$ cat config.mk
export PLATFORM = sky130hd
export DESIGN_NAME = uart_tx_arbiter
export DESIGN_NICKNAME = d
export VERILOG_FILES = /design/src/rtl/uart_tx_arbiter.sv
export SDC_FILE = /design/constraint.sdc
export NUM_CORES = 1
export LEC_CHECK = 0
export ABC_AREA = 1
export CAP_MARGIN = 15
export CORE_MARGIN = 2
export CORE_UTILIZATION = 59
export CTS_BUF_LIST = sky130_fd_sc_hd__clkbuf_2
export CTS_CLUSTER_DIAMETER = 40
export CTS_CLUSTER_SIZE = 28
export DETAILED_ROUTE_END_ITERATION = 8
export PLACE_DENSITY = 0.95
export RECOVER_POWER = 50
export SYNTH_ARGS = -nofsm -noshare
export SYNTH_HDL_FRONTEND = slang
export SYNTH_SLANG_ARGS = --single-unit
$ cat constraint.sdc
create_clock -name clk_in -period 4.4 [get_ports clk_in]
set_input_delay 0.88 -clock clk_in [delete_from_list [all_inputs] [get_ports clk_in]]
set_output_delay 0.88 -clock clk_in [all_outputs]
set_load 0.03 [all_outputs]
$ cat src/rtl/uart_tx_arbiter.sv
// Round-robin arbiter that shares one UART transmit line between NUM_REQ
// byte producers. Bit timing comes from a clk_in-domain counter, and each
// accepted byte is sent as an 8N1 frame: one start bit, eight data bits
// LSB first, one stop bit. The line idles high.
module uart_tx_arbiter #(
    parameter int NUM_REQ      = 4,
    parameter int CLKS_PER_BIT = 10416,
    parameter int CNT_W        = $clog2(CLKS_PER_BIT),
    parameter int ID_W         = $clog2(NUM_REQ)
) (
    input  logic                 clk_in,
    input  logic                 rst,
    input  logic [NUM_REQ-1:0]   req_valid,
    input  logic [8*NUM_REQ-1:0] req_data,
    output logic [NUM_REQ-1:0]   req_ready,
    output logic                 tx,
    output logic                 busy,
    output logic [ID_W-1:0]      grant_id,
    output logic                 frame_done
);

    localparam logic [1:0] S_IDLE  = 2'd0;
    localparam logic [1:0] S_START = 2'd1;
    localparam logic [1:0] S_DATA  = 2'd2;
    localparam logic [1:0] S_STOP  = 2'd3;

    // Last and second-to-last timer values of a bit period. frame_done is
    // registered, so it is set one cycle early so that it is high during the
    // final stop-bit cycle.
    localparam logic [CNT_W-1:0] BIT_LAST   = CNT_W'(CLKS_PER_BIT - 1);
    localparam logic [CNT_W-1:0] BIT_PENULT = CNT_W'(CLKS_PER_BIT - 2);
    localparam logic [ID_W-1:0]  LAST_INIT  = ID_W'(NUM_REQ - 1);

    logic [1:0]       state_r;
    logic [CNT_W-1:0] timer_r;
    logic [2:0]       bit_idx_r;
    logic [7:0]       shift_r;
    logic             tx_r;
    logic             busy_r;
    logic             frame_done_r;
    logic [ID_W-1:0]  grant_id_r;
    logic [ID_W-1:0]  last_r;

    logic [ID_W:0]    pick_s;
    logic             found_s;
    logic [ID_W-1:0]  winner_s;
    logic [7:0]       win_byte_s;

    // Round-robin search: the first valid requester starting just after
    // 'last' and wrapping. The MSB of the result flags whether any
    // requester was found.
    function automatic logic [ID_W:0] rr_pick(input logic [NUM_REQ-1:0] valid,
                                              input logic [ID_W-1:0]    last);
        logic [ID_W:0] res;
        int            idx;
        res = '0;
        for (int k = 1; k <= NUM_REQ; k++) begin
            idx = (int'(last) + k) % NUM_REQ;
            if (!res[ID_W] && valid[idx]) begin
                res = {1'b1, ID_W'(idx)};
            end else begin
                res = res;
            end
        end
        return res;
    endfunction

    // Winner selection, its data byte, and the one-hot accept strobe.
    // req_ready is asserted only while idle.
    always_comb begin
        pick_s     = rr_pick(req_valid, last_r);
        found_s    = pick_s[ID_W];
        winner_s   = pick_s[ID_W-1:0];
        win_byte_s = 8'h00;
        req_ready  = '0;
        for (int i = 0; i < NUM_REQ; i++) begin
            if (winner_s == ID_W'(i)) begin
                win_byte_s   = req_data[8*i +: 8];
                req_ready[i] = found_s && (state_r == S_IDLE);
            end else begin
                req_ready[i] = 1'b0;
            end
        end
    end

    // Frame sequencer: acceptance, bit timer, shift register and serial output.
    always_ff @(posedge clk_in or posedge rst) begin
        if (rst) begin
            state_r      <= S_IDLE;
            timer_r      <= '0;
            bit_idx_r    <= 3'd0;
            shift_r      <= 8'h00;
            tx_r         <= 1'b1;
            busy_r       <= 1'b0;
            frame_done_r <= 1'b0;
            grant_id_r   <= '0;
            last_r       <= LAST_INIT;
        end else begin
            case (state_r)
                S_IDLE: begin
                    frame_done_r <= 1'b0;
                    if (found_s) begin
                        shift_r    <= win_byte_s;
                        grant_id_r <= winner_s;
                        last_r     <= winner_s;
                        state_r    <= S_START;
                        busy_r     <= 1'b1;
                        tx_r       <= 1'b0;
                        timer_r    <= '0;
                        bit_idx_r  <= 3'd0;
                    end else begin
                        tx_r <= 1'b1;
                    end
                end
                S_START: begin
                    if (timer_r == BIT_LAST) begin
                        timer_r   <= '0;
                        state_r   <= S_DATA;
                        bit_idx_r <= 3'd0;
                        tx_r      <= shift_r[0];
                    end else begin
                        timer_r <= timer_r + CNT_W'(1);
                    end
                end
                S_DATA: begin
                    if (timer_r == BIT_LAST) begin
                        timer_r <= '0;
                        shift_r <= {1'b0, shift_r[7:1]};
                        if (bit_idx_r == 3'd7) begin
                            state_r   <= S_STOP;
                            bit_idx_r <= 3'd0;
                            tx_r      <= 1'b1;
                        end else begin
                            bit_idx_r <= bit_idx_r + 3'd1;
                            tx_r      <= shift_r[1];
                        end
                    end else begin
                        timer_r <= timer_r + CNT_W'(1);
                    end
                end
                S_STOP: begin
                    tx_r <= 1'b1;
                    if (timer_r == BIT_LAST) begin
                        timer_r      <= '0;
                        state_r      <= S_IDLE;
                        busy_r       <= 1'b0;
                        frame_done_r <= 1'b0;
                    end else begin
                        timer_r      <= timer_r + CNT_W'(1);
                        frame_done_r <= (timer_r == BIT_PENULT);
                    end
                end
                default: begin
                    state_r      <= S_IDLE;
                    timer_r      <= '0;
                    bit_idx_r    <= 3'd0;
                    tx_r         <= 1'b1;
                    busy_r       <= 1'b0;
                    frame_done_r <= 1'b0;
                end
            endcase
        end
    end

    assign tx         = tx_r;
    assign busy       = busy_r;
    assign frame_done = frame_done_r;
    assign grant_id   = grant_id_r;

endmodule

# Word level (Yosys, flattened, before mapping)
# Cells that the tools add are included.
# totals
word_cells	111
input_bits	38
ff_bits	34
out_inout_bits	9
# op_classes
order_cmp	4
n_reduce_logical	23
n_eq_ne	14
n_mux	51
add_sub_neg	6
bitwise_logic	4
# op_table
operator	n
8-bit two-way mux	6
14-bit == test (second input constant)	2
14-bit two-way mux	2
14-bit case mux with 2 select lines	1
3-bit two-way mux	8
1-bit two-way mux	19
3-bit by 4-bit less-than comparator with 1-bit output (second input constant)	4
8-bit case mux with 2 select lines	1
14-bit by 1-bit adder with 14-bit output (second input constant)	1
2-bit two-way mux	5
2-bit != test (second input constant)	5
3-bit case mux with 3 select lines	1
1-bit binary-select mux with 2-bit select	4
2-bit == test (second input constant)	4
2-bit case mux with 4 select lines	1
2-bit OR reduction	4
3-bit AND reduction	2
5-bit AND reduction	1
2-bit by 1-bit adder with 2-bit output (second input constant)	2
2-bit adder (second input constant)	2
1-bit AND (first input constant)	4
2-bit by 1-bit == test with 1-bit output (second input constant)	2
1-bit logical AND	4
2-bit logical NOT	2
other kinds (10)	15

# Depth between registers and ports, before layout
# depth
depth_word	23
ltp_mapped	17
depth_no_buf	16

# Worst setup path after synthesis
# Ideal clock, no wire load.
# synth_path
kind	input to output
start	input port req_valid[2]
end	output port req_ready[0]
t_arrival_ps	2404
n_path_buf	1
slack_ps	1116
path_stages	9
cell_sequence	nand2_1 -> nand2_2 -> nand2_4 -> nand2_4 -> nor2_1 -> a21oi_4 -> nand3_4 -> buf_6 -> nor3_1
# synth_via
elab_chain_len	15
elab_cells_between_ends	25
# synth_rtl
item	line_no	source
start: declaration	13	input logic [NUM_REQ-1:0] req_valid,
1-bit binary-select mux with 2-bit select	59	if (!res[ID_W] && valid[idx]) begin
1-bit two-way mux (not written as such) (2 in a row)	59	
3-bit two-way mux	59	
1-bit logical NOT	59	
1-bit logical AND	59	
3-bit two-way mux	59	
1-bit logical NOT	59	
1-bit logical AND	59	
3-bit two-way mux	59	
1-bit logical NOT	59	
1-bit logical AND	59	
3-bit two-way mux (*)	59	
2-bit logical NOT / 1-bit logical AND (equally long branches)	77, 79	
1-bit two-way mux (*)	77	if (winner_s == ID_W'(i)) begin
end: declaration	15	output logic [NUM_REQ-1:0] req_ready,
# Every way passes the cells marked *; elsewhere a longest branch is shown, timed or not. The select of a mux whose other input is x is not followed.

# Worst setup path in the final report
# layout_path
start	input port req_valid[3]
end	output port req_ready[1]
# layout_via
elab_chain_len	15
elab_cells_between_ends	25
# layout_rtl
item	line_no
1-bit binary-select mux with 2-bit select	59
1-bit two-way mux (not written as such) (2 in a row)	59
3-bit two-way mux	59
1-bit logical NOT	59
1-bit logical AND	59
3-bit two-way mux	59
1-bit logical NOT	59
1-bit logical AND	59
3-bit two-way mux	59
1-bit logical NOT	59
1-bit logical AND	59
3-bit two-way mux (*)	59
2-bit by 1-bit == test with 1-bit output / 1-bit logical AND (equally long branches)	77, 79
1-bit two-way mux (*)	77
# Marked as above.

==> results by group <==
Clocking
  – CTS Sinks: 34
  – Clock latency on the worst-skew pair: 0.40 ns
  – Clock-pin slew on the worst setup and hold paths: 0.15 ns
  – # resized after CTS: 0
  – Setup Buffers After CTS: 0
  – Cts hold-fix bufs: 0
  – Bufs on Longest Clock Path: 2
  – Root Driver: clkbuf_2
  – Cts bufs inserted: 5
  – Htree depth: 2
  – CTS tree: built

Power
  – Comb pwr share: 0.162
  – Peak supply drop: 0.1520 mV
  – Sw Ratio: 0.2731
  – Power Density: 182.6 nW/um^2
  – Psw: 0.0001520 W
  – Flop pwr share: 0.562
  – Static Leak: 1.627 nW
  – Clock power frac: 0.276
  – Internal Pwr Total: 0.0004045 W

STA
  – FMAX: 242.4 MHz
  – Final hold viol count: 0
  – Endpoints failing setup: 0
  – Least-Margin Pin Slew: 1.772 ns
  – Slew Limit Fails: 35
  – Unrepaired setup endpoints after global routing: no
  – Setup TNS: 0 ns
  – Slew headroom: -0.1816
  – Final period util: 0.9375
  – Clock skew: 0.01724 ns
  – Final Critical Period: 4.125 ns

Finish
  – Leading cell type in the layout, fill and taps excluded: nand2_1
  – Area Overhead vs Synth: 19.19%
  – Fraction of layout cells with a size suffix above 1: 0.1141
  – Fill count: 310
  – # diodes: 0
  – Register Area: 854.6 um^2
  – Post-route cell area: 3047 um^2
  – Commonest cells after routing, fill and taps aside: nand2_1 (107), clkdlybuf4s50_1 (45), inv_1 (33)
  – Nets@finish: 449
  – Area occupied by multi-input gates: 1465 um^2

Worst setup path
  – R2R depth: 14
  – WP data arrival: 3.24 ns
  – Critical Path RT: 3.52 ns
  – Worst Setup Start Kind: primary input
  – R2R Path End: shift_r[5]
  – RR Startpoint: last_r[0]
  – CP max FO: 19
  – Critical path class: primary input to primary output
  – CP Capture Type: primary output
  – Register-to-register setup slack: 1.32 ns

Hold path
  – Worst Hold Launch: shift_r[5]
  – Hold Crit Depth: 2
  – Worst hold-check path type: flop to flop
  – Worst Hold Path EP: shift_r[5]

Routing
  – Total wire length: 6.062 mm
  – DRC Markers: 0
  – ANT nets after route: 0
  – Routed len/inst: 13.38 um
  – Via count: 2546
  – DR pass1 iterations: 5
  – DRT iter0 DRCs: 222
  – Via density: 5.620

Global route
  – Vias in the first global route: 2336
  – First-pass GRT wire length: 10.29 mm
  – Largest net degree at the start of global routing: 35
  – Tot GR Track Use: 0.2584
  – Total global routing overflow: 0
  – Initial antenna violation count: 0

Place
  – Final GP Congestion: 0.8906
  – Area post-placement: 3015 um^2
  – Port buffer count: 46
  – Detailed-placement wirelength estimate: 4.632 mm

Floorplanning
  – Row cnt: 23
  – Starting Density: 0.6255
  – IO Count: 47
  – Die Y: 69.82 um
  – Chip Width: 69.82 um
  – Die Area: 4875 um^2
  – Core area: 4086 um^2

Synth
  – Synth Cell Area: 2556 um^2
  – Syn Area/Cell: 7.180 um^2
  – Synthesis-stage register bit count: 34
  – Register area share after synthesis: 0.3343
  – YS warnings: 0
  – Cells after synthesis: 356
  – Syn nets: 403
  – Netlist cell types: 39

Status
  – Status: finished, violations left
  – Failing checks: max-capacitance violations, max-slew violations

Flow run
  – Max-Cap Viols: 1
state kept, by name, summed over array words and instances (netlist names):
signal      flops
busy            1
grant_id        2
state_r         2
shift_r         8
bit_idx_r       3
last_r          2
tx              1
timer_r        14
frame_done      1
layer usage:
metal,global-route usage,vias to the layer above,part of all wire
li1,-,1257,-
met1,0.3464,1191,0.43
met2,0.4011,83,0.49
met3,0.07122,15,0.061
met4,0.09402,0,0.018
met5,0,-,0
cells by family (layout without fill, tap and decap cells):
logic type,Yosys count,in the layout,synth area share
simple gates,214,214,0.4112
compound gates,50,50,0.1155
fa+ha+maj,9,9,0.04405
buf+inv,48,95,0.09055
flops,34,34,0.3343
mux,1,1,0.004405
Yosys cell counts:
cell type | count | area [um^2]
nor3_1 | 7 | 35.03
nand2_1 | 106 | 397.9
nor2_2 | 2 | 12.51
o21ai_4 | 1 | 16.27
nand3_2 | 2 | 20.02
nor2_1 | 26 | 97.59
nand4_1 | 11 | 68.82
and3_1 | 1 | 6.260
nor3b_1 | 1 | 7.510
nand4_2 | 2 | 25.02
inv_8 | 1 | 11.26
dfstp_2 | 3 | 78.83
nor4_1 | 2 | 12.51
o21ai_0 | 20 | 100.1
o21bai_1 | 4 | 30.03
nand3_4 | 1 | 17.52
nor2_8 | 1 | 20.02
ha_1 | 9 | 112.6
buf_6 | 5 | 56.30
inv_4 | 1 | 6.260
inv_1 | 33 | 123.9
nand3b_1 | 2 | 15.01
or2_2 | 1 | 6.260
inv_2 | 5 | 18.77
o21ai_1 | 8 | 40.04
a31oi_1 | 1 | 6.260
nand3b_4 | 1 | 20.02
a22oi_2 | 1 | 12.51
nor2_4 | 1 | 11.26
nor3_2 | 1 | 10.01
o311ai_0 | 1 | 8.760
buf_2 | 3 | 15.01
mux2_2 | 1 | 11.26
nand3_1 | 32 | 160.2
dfrtp_1 | 31 | 775.7
nand2_4 | 4 | 45.04
nand2_2 | 10 | 62.56
a21oi_1 | 13 | 65.06
a21oi_4 | 1 | 16.27
layout make-up:
| type | count | share of cell area |
|---|---|---|
| multi-input cells | 274 | 0.4809 |
| well taps | 50 | 0.02053 |
| clock buffers | 8 | 0.01314 |
| inverters | 40 | 0.05257 |
| repair buffers | 47 | 0.1524 |
| flip-flops and latches | 34 | 0.2805 |
per-stage QoR:
step | instances | setup WS [ns] | utilization | power [W] | hold WS (ns)
3_5_place_dp | 445 | 0.3092 | 0.7379 | 0.0004088 | 0.4646
2_1_floorplan | 356 | 1.116 | - | 0.0003670 | 0.4436
3_3_place_gp | 445 | 0.3923 | 0.7379 | 0.0004072 | 0.4578
6_report | 453 | 0.2751 | 0.7456 | 0.0005565 | 0.5025
5_1_grt | 453 | 0.1325 | 0.7456 | 0.0005849 | 0.5059
4_1_cts | 453 | 0.3102 | 0.7477 | 0.0005576 | 0.4977
power by group through the flow:
| stage | Combinational [W] | Sequential (W) | Clock (W) |
|---|---|---|---|
| finish | 0.0000902 | 0.000313 | 0.000153 |
| global route | 0.000100 | 0.000313 | 0.000172 |
| CTS | 0.0000908 | 0.000313 | 0.000154 |
| detailed placement | 0.0000904 | 0.000318 | 0 |
| global placement | 0.0000888 | 0.000318 | 0 |
| floorplan | 0.0000486 | 0.000318 | 0 |
worst max path at each step:
stage | to | start | cells past startpoint | slack, ns
4_1_cts | req_ready[1] | req_valid[3] | 11 | 0.31
3_3_place_gp | req_ready[1] | req_valid[3] | 11 | 0.39
5_1_grt | req_ready[1] | req_valid[2] | 11 | 0.13
2_1_floorplan | req_ready[0] | req_valid[2] | 9 | 1.12
6_report | req_ready[1] | req_valid[3] | 11 | 0.28
3_5_place_dp | req_ready[1] | req_valid[3] | 11 | 0.31
critical path, cell delays in order:
cell and delay, ns:
clkdlybuf4s50_1 0.44, nand2_1 0.10, nand2_1 0.07, nand2_1 0.10
nand2_2 0.10, nor2_8 0.15, nand4_2 0.22, nand3_4 0.26
nand2_1 0.14, nor2_1 0.10, clkdlybuf4s50_1 0.67
(Power assumes the default switching activity.)
